[src/rtl/ps2_pkg.sv]
// ps2_pkg: shared receiver state encoding and frame constants
package ps2_pkg;
  typedef enum logic [1:0] {IDLE, DATA, PARITY, STOP} ps2_rx_state_t;
  localparam int PS2_DATA_BITS = 8;
endpackage

[src/rtl/ps2_rx_fifo_if.sv]
// ps2_rx_fifo_if: PS/2 pins, byte pop port and error pulses of the receiver
interface ps2_rx_fifo_if
  import ps2_pkg::*;
#(
  parameter int FIFO_DEPTH = 8
);
  localparam int CW = $clog2(FIFO_DEPTH) + 1;
  logic                     ps2_clk;
  logic                     ps2_data;
  logic                     rd_en;
  logic [PS2_DATA_BITS-1:0] rd_data;
  logic                     rd_valid;
  logic [CW-1:0]            fifo_count;
  logic                     parity_err;
  logic                     frame_err;
  logic                     timeout_err;
  logic                     overflow;
  modport master (
    output ps2_clk, ps2_data, rd_en,
    input  rd_data, rd_valid, fifo_count, parity_err, frame_err, timeout_err, overflow
  );
  modport slave (
    input  ps2_clk, ps2_data, rd_en,
    output rd_data, rd_valid, fifo_count, parity_err, frame_err, timeout_err, overflow
  );
endinterface

[src/rtl/sync_fifo.sv]
// sync_fifo: first-word-fall-through FIFO; a pop on a full FIFO frees room for a same-cycle push
module sync_fifo #(
  parameter int DATA_W = 8,
  parameter int DEPTH  = 8,
  localparam int AW = $clog2(DEPTH),
  localparam int CW = AW + 1
) (
  input  logic              clk,
  input  logic              rst,
  input  logic              push,
  input  logic [DATA_W-1:0] wdata,
  input  logic              pop,
  output logic [DATA_W-1:0] rdata,
  output logic [CW-1:0]     count,
  output logic              full,
  output logic              empty
);
  logic [DATA_W-1:0] mem_q [DEPTH];
  logic [AW-1:0]     wr_ptr_q, rd_ptr_q;
  logic [CW-1:0]     count_q;
  logic              do_push, do_pop;
  assign empty   = count_q == '0;
  assign full    = count_q == CW'(DEPTH);
  assign do_pop  = pop & ~empty;
  assign do_push = push & (~full | do_pop);
  assign rdata   = empty ? '0 : mem_q[rd_ptr_q];
  assign count   = count_q;
  always_ff @(posedge clk) begin
    if (do_push) mem_q[wr_ptr_q] <= wdata;
  end
  always_ff @(posedge clk) begin
    if (rst) begin
      wr_ptr_q <= '0;
      rd_ptr_q <= '0;
      count_q  <= '0;
    end else begin
      wr_ptr_q <= wr_ptr_q + AW'(do_push);
      rd_ptr_q <= rd_ptr_q + AW'(do_pop);
      count_q  <= count_q + CW'(do_push) - CW'(do_pop);
    end
  end
endmodule

[src/rtl/ps2_rx_fifo.sv]
// ps2_rx_fifo: PS/2 device-to-host frame receiver with parity/framing/timeout checks
// feeding good scan-code bytes into a FWFT byte FIFO.
module ps2_rx_fifo
  import ps2_pkg::*;
#(
  parameter int SYNC_STAGES    = 2,
  parameter int FIFO_DEPTH     = 8,
  parameter int TIMEOUT_CYCLES = 50000
) (
  input logic          clk,
  input logic          rst,
  ps2_rx_fifo_if.slave ps2
);
  localparam int TW = $clog2(TIMEOUT_CYCLES);
  localparam int BW = $clog2(PS2_DATA_BITS);
  localparam int CW = $clog2(FIFO_DEPTH) + 1;
  logic [SYNC_STAGES-1:0]   clk_sync_q, dat_sync_q;
  logic                     clk_prev_q;
  ps2_rx_state_t            state_q;
  logic [BW-1:0]            bit_cnt_q;
  logic [PS2_DATA_BITS-1:0] shift_q;
  logic                     par_q;
  logic [TW-1:0]            tmo_q;
  logic                     perr_q, ferr_q, terr_q, ovf_q;
  logic                     fall, din, push, full, empty;
  logic [CW-1:0]            count;
  assign fall = clk_prev_q & ~clk_sync_q[SYNC_STAGES-1];
  assign din  = dat_sync_q[SYNC_STAGES-1];
  assign push = fall & (state_q == STOP) & din & ^{shift_q, par_q};
  // Loading ones on reset models an idle bus, so release never fakes a falling edge.
  always_ff @(posedge clk) begin
    if (rst) begin
      clk_sync_q <= '1;
      dat_sync_q <= '1;
      clk_prev_q <= 1'b1;
    end else begin
      clk_sync_q <= {clk_sync_q[SYNC_STAGES-2:0], ps2.ps2_clk};
      dat_sync_q <= {dat_sync_q[SYNC_STAGES-2:0], ps2.ps2_data};
      clk_prev_q <= clk_sync_q[SYNC_STAGES-1];
    end
  end
  always_ff @(posedge clk) begin
    if (rst) begin
      state_q   <= IDLE;
      bit_cnt_q <= '0;
      shift_q   <= '0;
      par_q     <= 1'b0;
      tmo_q     <= '0;
      perr_q    <= 1'b0;
      ferr_q    <= 1'b0;
      terr_q    <= 1'b0;
      ovf_q     <= 1'b0;
    end else begin
      perr_q <= 1'b0;
      ferr_q <= 1'b0;
      terr_q <= 1'b0;
      ovf_q  <= push & full & ~ps2.rd_en;
      if (fall) begin
        tmo_q <= '0;
        case (state_q)
          IDLE: begin
            state_q   <= din ? IDLE : DATA;
            bit_cnt_q <= '0;
          end
          DATA: begin
            shift_q   <= {din, shift_q[PS2_DATA_BITS-1:1]};
            bit_cnt_q <= bit_cnt_q + 1'b1;
            state_q   <= (bit_cnt_q == BW'(PS2_DATA_BITS - 1)) ? PARITY : DATA;
          end
          PARITY: begin
            par_q   <= din;
            state_q <= STOP;
          end
          STOP: begin
            ferr_q  <= ~din;
            perr_q  <= din & ~^{shift_q, par_q};
            state_q <= IDLE;
          end
        endcase
      end else if (state_q != IDLE) begin
        // The pulse fires in the very cycle the counter would reach TIMEOUT_CYCLES-1.
        if (tmo_q == TW'(TIMEOUT_CYCLES - 2)) begin
          terr_q  <= 1'b1;
          state_q <= IDLE;
          tmo_q   <= '0;
        end else begin
          tmo_q <= tmo_q + 1'b1;
        end
      end
    end
  end
  sync_fifo #(.DATA_W(PS2_DATA_BITS), .DEPTH(FIFO_DEPTH)) u_fifo (
    .clk   (clk),
    .rst   (rst),
    .push  (push),
    .wdata (shift_q),
    .pop   (ps2.rd_en),
    .rdata (ps2.rd_data),
    .count (count),
    .full  (full),
    .empty (empty)
  );
  assign ps2.rd_valid    = ~empty;
  assign ps2.fifo_count  = count;
  assign ps2.parity_err  = perr_q;
  assign ps2.frame_err   = ferr_q;
  assign ps2.timeout_err = terr_q;
  assign ps2.overflow    = ovf_q;
endmodule

[src/flat_wrapper.sv]
// flat-port wrapper written by rule: the top's interface ports become plain ports
module ps2_rx_fifo_flat import ps2_pkg::*;
#(
  parameter int SYNC_STAGES    = 2,
  parameter int FIFO_DEPTH     = 8,
  parameter int TIMEOUT_CYCLES = 50000
)
  (clk, rst, ps2_ps2_clk, ps2_ps2_data, ps2_rd_en, ps2_rd_data, ps2_rd_valid, ps2_fifo_count, ps2_parity_err, ps2_frame_err, ps2_timeout_err, ps2_overflow);
  ps2_rx_fifo_if #(.FIFO_DEPTH(FIFO_DEPTH)) ps2_i ();
  input logic clk;
  input logic rst;
  input wire logic [$bits(ps2_i.ps2_clk)-1:0] ps2_ps2_clk;
  input wire logic [$bits(ps2_i.ps2_data)-1:0] ps2_ps2_data;
  input wire logic [$bits(ps2_i.rd_en)-1:0] ps2_rd_en;
  output wire logic [$bits(ps2_i.rd_data)-1:0] ps2_rd_data;
  output wire logic [$bits(ps2_i.rd_valid)-1:0] ps2_rd_valid;
  output wire logic [$bits(ps2_i.fifo_count)-1:0] ps2_fifo_count;
  output wire logic [$bits(ps2_i.parity_err)-1:0] ps2_parity_err;
  output wire logic [$bits(ps2_i.frame_err)-1:0] ps2_frame_err;
  output wire logic [$bits(ps2_i.timeout_err)-1:0] ps2_timeout_err;
  output wire logic [$bits(ps2_i.overflow)-1:0] ps2_overflow;
  assign ps2_i.ps2_clk = ps2_ps2_clk;
  assign ps2_i.ps2_data = ps2_ps2_data;
  assign ps2_i.rd_en = ps2_rd_en;
  assign ps2_rd_data = ps2_i.rd_data;
  assign ps2_rd_valid = ps2_i.rd_valid;
  assign ps2_fifo_count = ps2_i.fifo_count;
  assign ps2_parity_err = ps2_i.parity_err;
  assign ps2_frame_err = ps2_i.frame_err;
  assign ps2_timeout_err = ps2_i.timeout_err;
  assign ps2_overflow = ps2_i.overflow;
  ps2_rx_fifo #(.SYNC_STAGES(SYNC_STAGES), .FIFO_DEPTH(FIFO_DEPTH), .TIMEOUT_CYCLES(TIMEOUT_CYCLES)) u_core (.clk(clk), .rst(rst), .ps2(ps2_i));
endmodule
[config.mk]
export PLATFORM = sky130hd
export DESIGN_NAME = ps2_rx_fifo_flat
export DESIGN_NICKNAME = d
export VERILOG_FILES = /design/src/rtl/ps2_pkg.sv /design/src/rtl/ps2_rx_fifo_if.sv /design/src/rtl/sync_fifo.sv /design/src/rtl/ps2_rx_fifo.sv /design/src/flat_wrapper.sv
export SDC_FILE = /design/constraint.sdc
export NUM_CORES = 1
export LEC_CHECK = 0
export CORE_ASPECT_RATIO = 2
export CORE_MARGIN = 4
export CORE_UTILIZATION = 25
export DETAILED_ROUTE_END_ITERATION = 6
export GPL_ROUTABILITY_DRIVEN = 0
export SYNTH_ARGS = -nofsm -noshare
export SYNTH_HDL_FRONTEND = slang
export SYNTH_HIERARCHICAL = 1
export SYNTH_SLANG_ARGS = --single-unit
[constraint.sdc]
create_clock -name clk -period 3.95 [get_ports clk]
set_clock_uncertainty 0.05 [all_clocks]
set_input_delay 0.395 -clock clk [delete_from_list [all_inputs] [get_ports clk]]
set_output_delay 0.395 -clock clk [all_outputs]
set_load 0.005 [all_outputs]
==> out/qor.txt <==
Area leader, netlist -> edfxtp_1
Die Area -> 21900 µm²
Routed wire length -> 10100 µm
Total GRT Usage -> 9.86%
EDFF count, synth -> 64
Setup_tns -> 0 ns
Vias/cell -> 4.38
Sink Count -> 113
Post-synthesis cell area -> 4860 µm²
Main synth FF type -> edfxtp_1
Peak supply drop -> 0.000347 V
Synth unique cells -> 50
Final setup vio count -> 0
Unrepaired setup endpoints after global routing -> no
Core box area -> 19000 µm²
CP required -> 4.18 ns
CTS resizes -> 0
Largest net degree at the start of global routing -> 31
Net count after synthesis -> 404
ANT cells -> 0
CTS Hold Bufs -> 0
Area share of the largest cell type after synthesis -> 39.5%
Crit path capture -> u_core/u_fifo/count[3]
Cell Count, Final, Fillers Out -> 689
Routed Antenna Nets -> 0
Critical path capture point type -> register
CTS root buf -> clkbuf_16
CTS Buf Count -> 17
Slew @ Worst Pin -> 1.01 ns
Worst skew pair latency -> 0.40 ns
FF-to-FF End -> u_core/u_fifo/count[3]
DP HPWL -> 6960 µm
Min-Delay Path Class -> reg -> reg
Slew HR -> 32.1%
Routed length per instance -> 14.7 µm
FMAX -> 0.307 GHz
Total number of vias -> 3016
DRT iter0 DRCs -> 131
CTS tree -> built
Synth area leaders -> edfxtp_1 40%, dfxtp_1 20%, mux2i_1 6.8%, ha_1 3.3%, a22o_1 2.9%
Synth Warn # -> 6
Global-route wire length before repair -> 16200 µm
Worst reg2reg startpoint -> u_core/shift_q[4]
Core Rows -> 71
Clock Path Buffers -> 2
Min Clock Period, post-route -> 3.25 ns
Chip Height -> 205 µm
Crit. Startpoint -> u_core/shift_q[4]
CP Cell Sequence -> xor2_1 -> xnor3_1 -> xnor2_1 -> nor2_1 -> or3b_2 -> ha_1 -> a21o_1 -> a21oi_1 -> mux2_2
Worst-path fanout max -> 11
Total global routing overflow -> 0
Worst setup SP type -> register
Sequential fraction of the synthesis area -> 59.7%
Layout cells sized above 1 -> 15.0%
CP max stage delay -> 0.54 ns
CTS clk-pin slew, worst paths -> 0.05 ns
Chip Width -> 107 µm
Final hold viol count -> 0
# DRC -> 0
Period utilisation layout -> 82.4%
DRT Pass-1 Iters -> 4
Input/output buffers -> 21
Asr flop ratio synth -> 0%
Post-synthesis register bit count -> 113
# H-tree levels -> 4
Worst reg2reg setup slack -> 0.70 ns
Setup repair bufs after CTS -> 0
Initial antenna violation count -> 0
Count leader, synth -> edfxtp_1
Syn avg cell area -> 12.6 µm²
Crit path kind -> reg -> reg
Fin. max-slew vios -> 0
Leak -> 0.00200 µW
Vias in the first global route -> 3122
# Max-Cap Violations -> 0
Starting Density -> 25.6%
Placed Instances -> 657
Syn Inst Count -> 385
Commonest cells post-synth -> 64 x edfxtp_1, 49 x dfxtp_1, 33 x mux2i_1, 31 x nor2_1, 23 x nand2_1
R2R depth -> 9
Outcome -> completed
Arrival time worst endpoint -> 3.49 ns
I/O Pins -> 22
PD cells -> 584 nW/µm²
Nets -> 440
Synthesis-to-finish area growth -> 22.2%
Critical path's slowest cell -> dfxtp_1
==> registers in the layout (all words and copies together), names as in the netlist <==
name,flops
u_core/u_fifo/count,4
u_core/ps2.timeout_err,1
u_core/ps2.frame_err,1
u_core/bit_cnt_q,3
u_core/tmo_q,16
u_core/clk_prev_q,1
u_core/u_fifo/rd_ptr_q,3
u_core/dat_sync_q,2
u_core/state_q,2
u_core/par_q,1
u_core/ps2.parity_err,1
u_core/clk_sync_q,2
u_core/u_fifo/wr_ptr_q,3
u_core/shift_q,8
u_core/ps2.overflow,1
u_core/u_fifo/mem_q,64
==> cell families (layout without fill, tap and decap cells) <==
| logic type | count (synthesis) | after routing | synth area share (%) |
|---|---|---|---|
| fa+ha+maj | 14 | 14 | 3.76 |
| mux | 35 | 35 | 7.26 |
| compound gates | 48 | 48 | 7.03 |
| simple gates | 125 | 125 | 14.5 |
| flops | 113 | 113 | 59.7 |
| xor+xnor | 23 | 23 | 4.43 |
| buf+inv | 27 | 76 | 3.30 |
==> critical path: cells and delay by family, from the launching register on <==
kind                     cells  cell delay (ns)
AO/OA/AOI/OAI                2             0.34
adder cells (fa/ha/maj)      1             0.30
multiplexers                 1             0.35
XOR/XNOR                     3             0.87
AND/OR/NAND/NOR              2             0.70
flip-flops                   1             0.54
==> placed cells by master (no fill, tap or decap), drive strengths merged, types with 11 or more instances in the layout <==
| master | n |
|---|---|
| a21oi | 17 |
| a22o | 16 |
| buf | 11 |
| clkbuf | 19 |
| clkdlybuf4s50 | 21 |
| dfxtp | 49 |
| edfxtp | 64 |
| ha | 13 |
| inv | 12 |
| mux2i | 33 |
| nand2 | 24 |
| nor2 | 31 |
| nor2b | 12 |
| nor3 | 16 |
| xnor2 | 15 |
==> metal layers <==
layer | up-vias | global-route usage (%) | share of wire [%]
met4 | 0 | 5.67 | 3.0
met2 | 59 | 18.3 | 55
met3 | 19 | 2.64 | 3.4
met5 | - | 0 | 0
met1 | 1467 | 9.62 | 38
li1 | 1471 | - | -
==> per-stage QoR <==
step	cell area [µm²]	worst slack [ns]	total power, µW	utilization, %	hold slack, ns
floorplan	4860	1.01	1740	-	0.339
global placement	5360	0.796	2020	28.2	0.344
detailed placement	5360	0.721	2040	28.2	0.349
CTS	5940	0.702	3530	31.2	0.363
global route	5940	0.553	3630	31.2	0.373
finish	5940	0.697	3470	31.2	0.361
==> final cells by class <==
type | instances | area, µm²
fillers | 1952 | 13100
flip-flops and latches | 113 | 2900
inverters | 12 | 45.0
clock buffers | 19 | 433
multi-input cells | 245 | 1800
clock inverters | 13 | 144
repair buffers | 32 | 293
well taps | 255 | 319
==> power by group <==
| part | switching, µW | leakage (µW) | internal, µW |
|---|---|---|---|
| Clock | 499 | 0.000285 | 978 |
| Combinational | 300 | 0.000724 | 367 |
| Sequential | 63.9 | 0.000990 | 1260 |
| Total | 863 | 0.00200 | 2610 |
==> worst min-delay path by stage <==
stage,from,end,cells past startpoint
floorplan,u_core/clk_sync_q[0],u_core/clk_sync_q[1],1
global placement,u_core/clk_sync_q[0],u_core/clk_sync_q[1],1
detailed placement,u_core/clk_sync_q[0],u_core/clk_sync_q[1],1
CTS,u_core/clk_sync_q[0],u_core/clk_sync_q[1],1
global route,u_core/dat_sync_q[0],u_core/dat_sync_q[1],1
finish,u_core/dat_sync_q[0],u_core/dat_sync_q[1],1
Power figures use the tool's default switching activity.
